`src/rtl/easyaxi_resp_sched.sv`:
```
// easyaxi_resp_sched
//   Slave-side response scheduler. Every accepted request parks its slot
//   pointer in a per-ID FIFO. The backend marks slots done in any order, and
//   one completed burst at a time is granted to the R/B channel. Order within
//   an ID is preserved; different IDs may overtake each other.
//
// Build option:
//   EASYAXI_RESP_SCHED_RR_EN  defined   : round-robin among eligible IDs
//                             undefined : fixed priority, lowest ID wins
//
// Ports:
//   clk, rst_n                 clock, asynchronous active-low reset
//   req_valid/req_ready        request handshake (req_id, req_ptr)
//   done_valid, done_ptr       backend finished filling slot done_ptr
//   resp_valid/resp_ready      response handshake (resp_id, resp_ptr held)
//   resp_last                  final beat of the granted burst
//   idle                       no queued request and no grant held
module easyaxi_resp_sched #(
  parameter  int OST_DEPTH = 16,
  parameter  int ID_WIDTH  = 4,
  localparam int PTR_WIDTH = $clog2(OST_DEPTH)
) (
  input  logic                 clk,
  input  logic                 rst_n,
  input  logic                 req_valid,
  output logic                 req_ready,
  input  logic [ID_WIDTH-1:0]  req_id,
  input  logic [PTR_WIDTH-1:0] req_ptr,
  input  logic                 done_valid,
  input  logic [PTR_WIDTH-1:0] done_ptr,
  output logic                 resp_valid,
  input  logic                 resp_ready,
  output logic [ID_WIDTH-1:0]  resp_id,
  output logic [PTR_WIDTH-1:0] resp_ptr,
  input  logic                 resp_last,
  output logic                 idle
);

  localparam int ID_NUM    = 1 << ID_WIDTH;
  localparam int CNT_WIDTH = PTR_WIDTH + 1;

  typedef enum logic [0:0] {ST_IDLE = 1'b0, ST_BUSY = 1'b1} state_t;

  state_t                 state_r;
  logic                   resp_valid_r;
  logic [ID_WIDTH-1:0]    resp_id_r;
  logic [PTR_WIDTH-1:0]   resp_ptr_r;

  logic [PTR_WIDTH-1:0]   fifo_mem_r [ID_NUM][OST_DEPTH];
  logic [PTR_WIDTH-1:0]   wr_ptr_r   [ID_NUM];
  logic [PTR_WIDTH-1:0]   rd_ptr_r   [ID_NUM];
  logic [CNT_WIDTH-1:0]   cnt_r      [ID_NUM];
  logic [OST_DEPTH-1:0]   done_r;

  logic [PTR_WIDTH-1:0]   head_s     [ID_NUM];
  logic [ID_NUM-1:0]      full_s;
  logic [ID_NUM-1:0]      empty_s;
  logic [ID_NUM-1:0]      elig_s;
  logic [ID_NUM-1:0]      push_vec_s;
  logic [ID_NUM-1:0]      pop_vec_s;
  logic                   push_s;
  logic                   pop_s;
  logic [OST_DEPTH-1:0]   done_set_s;
  logic [OST_DEPTH-1:0]   done_clr_s;
  logic                   grant_found_s;
  logic [ID_WIDTH-1:0]    grant_id_s;
  logic [ID_WIDTH-1:0]    scan_id_s;
`ifdef EASYAXI_RESP_SCHED_RR_EN
  logic [ID_WIDTH-1:0]    rr_ptr_r;
`endif

  assign req_ready  = ~full_s[req_id];
  assign push_s     = req_valid && req_ready;
  // resp_valid_r is only ever high in BUSY, so this is the completing beat.
  assign pop_s      = resp_valid_r && resp_ready && resp_last;
  assign done_set_s = done_valid ? (OST_DEPTH'(1'b1) << done_ptr) : {OST_DEPTH{1'b0}};
  assign done_clr_s = pop_s ? (OST_DEPTH'(1'b1) << resp_ptr_r) : {OST_DEPTH{1'b0}};

  assign resp_valid = resp_valid_r;
  assign resp_id    = resp_id_r;
  assign resp_ptr   = resp_ptr_r;
  assign idle       = (&empty_s) && (state_r == ST_IDLE);

  // Per-queue head, occupancy flags, eligibility and push/pop decode.
  always_comb begin
    for (int i = 0; i < ID_NUM; i++) begin
      head_s[i]     = fifo_mem_r[i][rd_ptr_r[i]];
      full_s[i]     = (cnt_r[i] == CNT_WIDTH'(OST_DEPTH));
      empty_s[i]    = (cnt_r[i] == CNT_WIDTH'(0));
      elig_s[i]     = !empty_s[i] && done_r[head_s[i]];
      push_vec_s[i] = push_s && (req_id == ID_WIDTH'(i));
      pop_vec_s[i]  = pop_s && (resp_id_r == ID_WIDTH'(i));
    end
  end

  // Pick the winning eligible ID: scan starts at the RR pointer or at ID 0.
  always_comb begin
    grant_found_s = 1'b0;
    grant_id_s    = {ID_WIDTH{1'b0}};
    scan_id_s     = {ID_WIDTH{1'b0}};
    for (int k = 0; k < ID_NUM; k++) begin
`ifdef EASYAXI_RESP_SCHED_RR_EN
      scan_id_s = rr_ptr_r + ID_WIDTH'(k);
`else
      scan_id_s = ID_WIDTH'(k);
`endif
      if (!grant_found_s && elig_s[scan_id_s]) begin
        grant_found_s = 1'b1;
        grant_id_s    = scan_id_s;
      end else begin
        grant_found_s = grant_found_s;
      end
    end
  end

  // Grant FSM: registers the winner on IDLE->BUSY, releases on the last beat.
  always_ff @(posedge clk or negedge rst_n) begin
    if (!rst_n) begin
      state_r      <= ST_IDLE;
      resp_valid_r <= 1'b0;
      resp_id_r    <= {ID_WIDTH{1'b0}};
      resp_ptr_r   <= {PTR_WIDTH{1'b0}};
`ifdef EASYAXI_RESP_SCHED_RR_EN
      rr_ptr_r     <= {ID_WIDTH{1'b0}};
`endif
    end else begin
      case (state_r)
        ST_IDLE: begin
          if (grant_found_s) begin
            state_r      <= ST_BUSY;
            resp_valid_r <= 1'b1;
            resp_id_r    <= grant_id_s;
            resp_ptr_r   <= head_s[grant_id_s];
`ifdef EASYAXI_RESP_SCHED_RR_EN
            rr_ptr_r     <= grant_id_s + ID_WIDTH'(1);
`endif
          end
        end
        ST_BUSY: begin
          if (pop_s) begin
            state_r      <= ST_IDLE;
            resp_valid_r <= 1'b0;
          end
        end
        default: begin
          state_r      <= ST_IDLE;
          resp_valid_r <= 1'b0;
        end
      endcase
    end
  end

  // Per-ID pointer FIFOs; simultaneous push and pop leave occupancy unchanged.
  always_ff @(posedge clk or negedge rst_n) begin
    if (!rst_n) begin
      for (int i = 0; i < ID_NUM; i++) begin
        wr_ptr_r[i] <= {PTR_WIDTH{1'b0}};
        rd_ptr_r[i] <= {PTR_WIDTH{1'b0}};
        cnt_r[i]    <= {CNT_WIDTH{1'b0}};
        for (int j = 0; j < OST_DEPTH; j++) begin
          fifo_mem_r[i][j] <= {PTR_WIDTH{1'b0}};
        end
      end
    end else begin
      for (int i = 0; i < ID_NUM; i++) begin
        if (push_vec_s[i]) begin
          fifo_mem_r[i][wr_ptr_r[i]] <= req_ptr;
          wr_ptr_r[i]                <= wr_ptr_r[i] + PTR_WIDTH'(1);
        end
        if (pop_vec_s[i]) begin
          rd_ptr_r[i] <= rd_ptr_r[i] + PTR_WIDTH'(1);
        end
        case ({push_vec_s[i], pop_vec_s[i]})
          2'b10:   cnt_r[i] <= cnt_r[i] + CNT_WIDTH'(1);
          2'b01:   cnt_r[i] <= cnt_r[i] - CNT_WIDTH'(1);
          default: cnt_r[i] <= cnt_r[i];
        endcase
      end
    end
  end

  // Slot completion bitmap; a set in the same cycle as a clear wins.
  always_ff @(posedge clk or negedge rst_n) begin
    if (!rst_n) begin
      done_r <= {OST_DEPTH{1'b0}};
    end else begin
      done_r <= (done_r & ~done_clr_s) | done_set_s;
    end
  end

endmodule

```
`config.mk`:
```
export PLATFORM = sky130hd
export DESIGN_NAME = easyaxi_resp_sched
export DESIGN_NICKNAME = d
export VERILOG_FILES = /design/src/rtl/easyaxi_resp_sched.sv
export SDC_FILE = /design/constraint.sdc
export NUM_CORES = 2
export LEC_CHECK = 0
export ABC_AREA = 1
export CORE_MARGIN = 2
export CORE_UTILIZATION = 60
export DETAILED_ROUTE_END_ITERATION = 8
export PLACE_DENSITY = 0.76
export SLEW_MARGIN = 20
export SYNTH_ARGS = -nofsm -noshare
export SYNTH_HDL_FRONTEND = slang
export SYNTH_SLANG_ARGS = --single-unit
```
`constraint.sdc`:
```
create_clock -name clk -period 4 [get_ports clk]
set_input_delay 1.2 -clock clk [delete_from_list [all_inputs] [get_ports clk]]
set_output_delay 1.2 -clock clk [all_outputs]
set_load 0.02 [all_outputs]
```
==> Yosys cells after proc, flatten, opt, wreduce, memory -nomap -nowiden <==
Index checks and enable logic that the tools add are counted.
{ "word_totals": {"input_bits": 18, "out_inout_bits": 11, "word_cells": 898, "register_bits": 1258} }
{ "op_classes": {"shift": 2, "muxes": 188, "n_bitwise": 38, "n_eq_ne": 80, "reduce_logical": 151, "addsub": 64, "magnitude_cmp": 66} }
{ "op_table": {"columns": ["operator", "n"], "rows": [
  ["bitwise mux 64 bit", 16],
  ["binary-select mux 4 bit (select 4 bit)", 17],
  ["demux 4 bit (select 4 bit)", 16],
  ["2-to-1 mux 4 bit", 64],
  ["greater-or-equal comparator 5 bit, second input constant", 33],
  ["inverter 4 -> 5 bit", 33],
  ["case mux 5 bit (2 select lines)", 16],
  ["adder 4 x 1 -> 4 bit, second input constant", 32],
  ["< comparator 4 x 5 -> 1 bit, second input constant", 17],
  ["logical AND 1 bit", 83],
  ["adder 5 x 1 -> 5 bit, second input constant", 16],
  ["equality test 5 bit, second input constant", 16],
  ["logical NOT 5 bit", 16],
  ["< comparator 5 x 1 -> 1 bit, second input constant", 16],
  ["subtractor 5 x 1 -> 5 bit, second input constant", 16],
  ["binary-select mux 1 bit (select 4 bit)", 17],
  ["equality test 4 bit, second input constant", 16],
  ["2-to-1 mux 1 bit", 38],
  ["equality test 2 x 1 -> 1 bit, second input constant", 16],
  ["equality test 2 bit, second input constant", 16],
  ["equality test 4 x 3 -> 1 bit, second input constant", 8],
  ["2-to-1 mux 16 bit", 2],
  ["nonzero test 2 bit", 16],
  ["<< shifter 1 x 4 -> 16 bit, first input constant", 2],
  ["other kinds (13)", 51]
]} }

==> Longest topological paths before layout <==
{ "depth": {"word_depth": 57, "mapped_depth": 33, "ltp_nobuf": 31} }

==> Worst setup path after synthesis <==
No wires, ideal clock.
{ "synth_path": {"path_kind": "in2reg", "start": "in req_id[1]", "end": "reg cnt_r[24] in the netlist's numbering", "setup_ps": 125, "slack_ps": -685, "path_stages": 21, "arrival_ps": 4559, "path_buffers": 1, "required_ps": 3875, "path_cell_list": "inv_1 > nand2_1 > clkinv_1 > nand3_1 > o2111a_1 > o31ai_1 > a221oi_1 > and2_1 > clkbuf_1 > nand2_1 > nor2_1 > inv_1 > ha_1 > ha_1 > nand2_1 > nor2_1 > a211oi_1 > nand2_1 > nand2_1 > nor2_1 > xor2_1"} }
{ "synth_via": {"elab_chain_len": 7, "elab_cells_between_ends": 10, "cone_classes": "eq/ne (3); mux (3); bitwise (1); reduce/logical (3)"} }
{ "synth_lines": {"columns": ["item", "line", "source"], "rows": [
  ["start, declared", "27", "input logic [ID_WIDTH-1:0] req_id,"],
  ["binary-select mux 1 bit (select 4 bit) *", "72", "assign req_ready = ~full_s[req_id];"],
  ["2-to-1 mux 1 bit (implied by the code) *", "72", null],
  ["inverter 1 bit *", "72", null],
  ["via req_ready", "26", "output logic req_ready,"],
  ["logical AND 1 bit *", "73", "assign push_s = req_valid && req_ready;"],
  ["logical AND 1 bit *", "91", "push_vec_s[i] = push_s && (req_id == ID_WIDTH'(i));"],
  ["equality test 2 x 1 -> 1 bit / equality test 2 bit (equally long branches)", "173", "case ({push_vec_s[i], pop_vec_s[i]})"],
  ["case mux 5 bit (2 select lines) / nonzero test 2 bit (equally long branches)", null, null],
  ["end signal, assigned by index", "174", "2'b10: cnt_r[i] <= cnt_r[i] + CNT_WIDTH'(1);"],
  ["end signal, assigned by index", "175", "2'b01: cnt_r[i] <= cnt_r[i] - CNT_WIDTH'(1);"],
  ["end signal, assigned by index", "176", "default: cnt_r[i] <= cnt_r[i];"],
  ["end, declared", "52", "logic [CNT_WIDTH-1:0] cnt_r [ID_NUM];"]
]} }
Mark *: on every way through the listed nets, which the timed path passes. The rest lies on a longest branch. The select of a mux whose other input is x is not followed.
A chain may end at the register's enable or synchronous reset.

==> Worst setup path after layout <==
{ "layout_path": {"start": "reg rd_ptr_r[48] in the netlist's numbering", "end": "reg resp_ptr_r[2], in the netlist resp_ptr[2]"} }
{ "layout_via": {"elab_chain_len": 49, "elab_cells_between_ends": 63, "cone_classes": "mux (34); bitwise (2); reduce/logical (27)"} }
{ "layout_lines": {"columns": ["item", "line", "source"], "rows": [
  ["start, declared", "51", "logic [PTR_WIDTH-1:0] rd_ptr_r [ID_NUM];"],
  ["start signal, assigned by index", "158", "rd_ptr_r[i] <= {PTR_WIDTH{1'b0}};"],
  ["start signal, assigned by index", "171", "rd_ptr_r[i] <= rd_ptr_r[i] + PTR_WIDTH'(1);"],
  ["inverter 4 -> 5 bit (implied by the code) *", "87", "head_s[i] = fifo_mem_r[i][rd_ptr_r[i]];"],
  ["binary-select mux 4 bit (select 4 bit) *", "87", null],
  ["2-to-1 mux 4 bit (implied by the code) * (2 in a row)", "87", null],
  ["binary-select mux 1 bit (select 4 bit)", "90", "elig_s[i] = !empty_s[i] && done_r[head_s[i]];"],
  ["2-to-1 mux 1 bit (implied by the code)", "90", null],
  ["logical AND 1 bit", "90", null],
  ["logical AND 1 bit", "107", "if (!grant_found_s && elig_s[scan_id_s]) begin"],
  ["2-to-1 mux 1 bit", "107", null],
  ["(+31 left out)", null, null],
  ["logical AND 1 bit", "107", null],
  ["2-to-1 mux 1 bit", "107", null],
  ["logical NOT 1 bit", "107", null],
  ["logical AND 1 bit", "107", null],
  ["2-to-1 mux 4 bit", "107", null],
  ["inverter 4 -> 5 bit (implied by the code)", "133", "resp_ptr_r <= head_s[grant_id_s];"],
  ["binary-select mux 4 bit (select 4 bit)", "133", null],
  ["2-to-1 mux 4 bit (implied by the code) (2 in a row)", "133", null],
  ["end signal, assigned", "122", "resp_ptr_r <= {PTR_WIDTH{1'b0}};"],
  ["end signal, assigned", "133", null],
  ["end, declared", "47", "logic [PTR_WIDTH-1:0] resp_ptr_r;"]
]} }
Mark *: on every way between the ends. The rest lies on a longest branch, timed or not. The select of a mux whose other input is x is not followed.

==> impl_metrics.toml <==
[run_status]
outcome = "complete, but fails checks"
violations = "negative setup slack"

[timing]
finalHoldWorstSlack_ns = 0.453
post-route-min-period_ns = 4.12
worst_pin_slew_ns = 0.906
relSlewSlack_pct = 39.6
fin_skew_ns = 0.0308
finalCritPeriodShare_pct = 103
timing.fmax_mhz = 243
setup_violations = 4
hold_viol = 0
finalSetupTns_ns = -0.350
maxSlewViolCount = 0
worst_slack_ns = -0.115
rsz0062_at_grt = "yes"

[route]
drt.antenna.violating_nets = 0
dr.first_iter.drc_count = 5901
drcViolationCount = 0
num_vias = 55291
wl_um = 173000
vias_per_cell = 5.91
wire_per_inst_um = 18.5
first_pass_iters = 8

[min_path]
hold_path.class = "input port to async pin"

[setup_path]
slowest_stage = "dfrtp_4"
critPathBufInv = 3
cp-end-kind = "flop"
cp_max_fo = 8
cp.arrival_ns = 4.75
max_stage_delay_ns = 0.59
critPathLaunchType = "flop"
path_common_cell = "nand3_2"
worstSetupPathType = "flop to flop"
crit_family = "simple AND/OR/NAND/NOR gates"
required_ns = 4.63

[synth]
synth_most_common_cell = "nand2_1"
ys.flop_type = "dfrtp_1"
synth_edf_count = 0
synth_common_cells = "nand2_1, o21ai_0, dfrtp_1"
yosysWarnings = 0
netlist_area_mm2 = 0.0625
syn_area_per_cell_um2 = 8.22
syn_nets = 7787
synth_cell_types = 52
synth-seq-area-share_pct = 50.3
yosysTopAreaCell = "dfrtp_1"
ys_ff_latch = 1258
ys_top_cells_by_area = "dfrtp_1, nand2_1, o21ai_0"
synthCells = 7609
synth_async_sr_flop_share_pct = 100
synth_top_area_share_pct = 50.3

[clock_network]
cts.path.max_buffers = 3
clock_sinks = 1258
cts_buffers = 134
clk_pin_slew_ns = 0.06
clkLatencyLatePin_ns = 0.77
cts_max_level = 4
root_buffer = "clkbuf_16"
cts_tree = "built"

[die]
start_util_pct = 60.4
die_area_mm2 = 0.107
rows = 118
io_pins = 29
die_y_um = 327
coreArea_mm2 = 0.103
die_w_um = 327

[power_and_ir_drop]
power_leakage_uw = 0.0335
worst_ir_drop_vdd_mv = 0.735
power_density_mw_per_mm2 = 689

[final_layout]
area_growth_pct = 15.7
nets = 8039
drive_gt1_share_pct = 11.1

[grt]
track_usage_pct = 31.7
grt_max_degree = 109
overflow = 0
grt_first_pass_wirelength_um = 276000
grt_antenna_before_repair = 3
grt_pass1_vias = 52847

[placement]
place_congestion = 0.985
dp_hpwl_um = 112000
port_buffers = 28

[job]
max_cap_violations = 0
[area by class of cell]
cell class | count | area [um^2]
clock buffer | 178 | 3850
clock inverter | 66 | 821
tap | 1380 | 1730
sequential | 1258 | 31500
fill | 8024 | 31100
antenna | 2 | 5.00
timing repair inverter | 5 | 35.0
timing repair buffer | 430 | 3920
inverter | 472 | 1860
multi-input combinational | 5560 | 28700
[state kept, by name, indices dropped and copies added (netlist names)]
signal	cells
resp_ptr	4
resp_valid	1
resp_id	4
cnt_r	80
rd_ptr_r	64
done_r	16
state_r	1
wr_ptr_r	64
fifo_mem_r	1024
[logic make-up (layout without fill, tap and decap cells)]
family | count (synthesis) | in the layout | share of synthesized area, %
AO/OA/AOI/OAI | 1913 | 1913 | 16.8
XOR/XNOR | 128 | 128 | 1.79
adder cells (fa/ha/maj) | 160 | 160 | 3.39
buffers and inverters | 798 | 1151 | 5.46
flip-flops | 1258 | 1258 | 50.3
multiplexers | 21 | 21 | 0.336
other | 0 | 2 | 0
AND/OR/NAND/NOR | 3331 | 3338 | 21.9
[report_power, final]
part | leakage [uW] | internal, uW | switching, uW | total, uW
sequential | 0.0168 | 14800 | 2280 | 17100
clock | 0.00232 | 7830 | 5280 | 13100
combinational | 0.0144 | 7080 | 12500 | 19600
[through the flow]
step	area [um^2]	cells	total power (uW)	setup slack [ns]	util [%]
2_1_floorplan	62900	7609	29300	-0.0553	-
3_3_place_gp	66400	9054	33600	-0.682	64.2
3_5_place_dp	66400	9054	34200	-0.761	64.2
4_1_cts	71200	9300	47600	0.00503	68.8
5_1_grt	72400	9351	52700	-0.260	69.9
6_report	72400	9351	49800	-0.115	69.9
[worst paths after layout]
kind / cells after the start / slack, ns / to / start
min in group clk: 1 / 0.47 / cnt_r[64]$_DFFE_PN0P_ / cnt_r[64]$_DFFE_PN0P_
worst min register to register: 1 / 0.47 / cnt_r[64]$_DFFE_PN0P_ / cnt_r[64]$_DFFE_PN0P_
max in group asynchronous: 2 / 2.44 / fifo_mem_r[145]$_DFFE_PN0P_ / rst_n
worst max-delay path: 28 / -0.12 / resp_ptr[2]$_DFFE_PN0P_ / rd_ptr_r[48]$_DFFE_PN0P_
worst max register to register: 28 / -0.12 / resp_ptr[2]$_DFFE_PN0P_ / rd_ptr_r[48]$_DFFE_PN0P_
worst min-delay path: 1 / 0.45 / fifo_mem_r[924]$_DFFE_PN0P_ / rst_n
[layout by cell type, fill, tap and decap left out, types with 51 or more instances in the layout]
| cell type | count |
|---|---|
| o221ai_1 | 128 |
| clkbuf_16 | 144 |
| a21oi_1 | 73 |
| dfrtp_1 | 1249 |
| buf_4 | 347 |
| nand2_1 | 1994 |
| o21ai_0 | 1495 |
| ha_1 | 120 |
| nand3_2 | 51 |
| o211ai_1 | 112 |
| nor2_1 | 610 |
| xor2_1 | 112 |
| nand3_1 | 513 |
| inv_1 | 421 |
[what timing repair did]
item / CTS / global route
hold buffers: 0 / 0
cloned: 0 / 16
pin swaps: 3 / 44
setup endpoints to repair: 6 / 11
resized for setup: 38 / 163
setup buffers: 2 / 33
[layer usage]
metal	vias to the layer above	track usage (%)	wire (um)
met5	-	0	13
met4	2	10.4	4800
met3	374	5.45	14300
met2	2247	50.6	80500
met1	26561	44.3	73700
li1	26107	-	-
(Power assumes the default switching activity.)
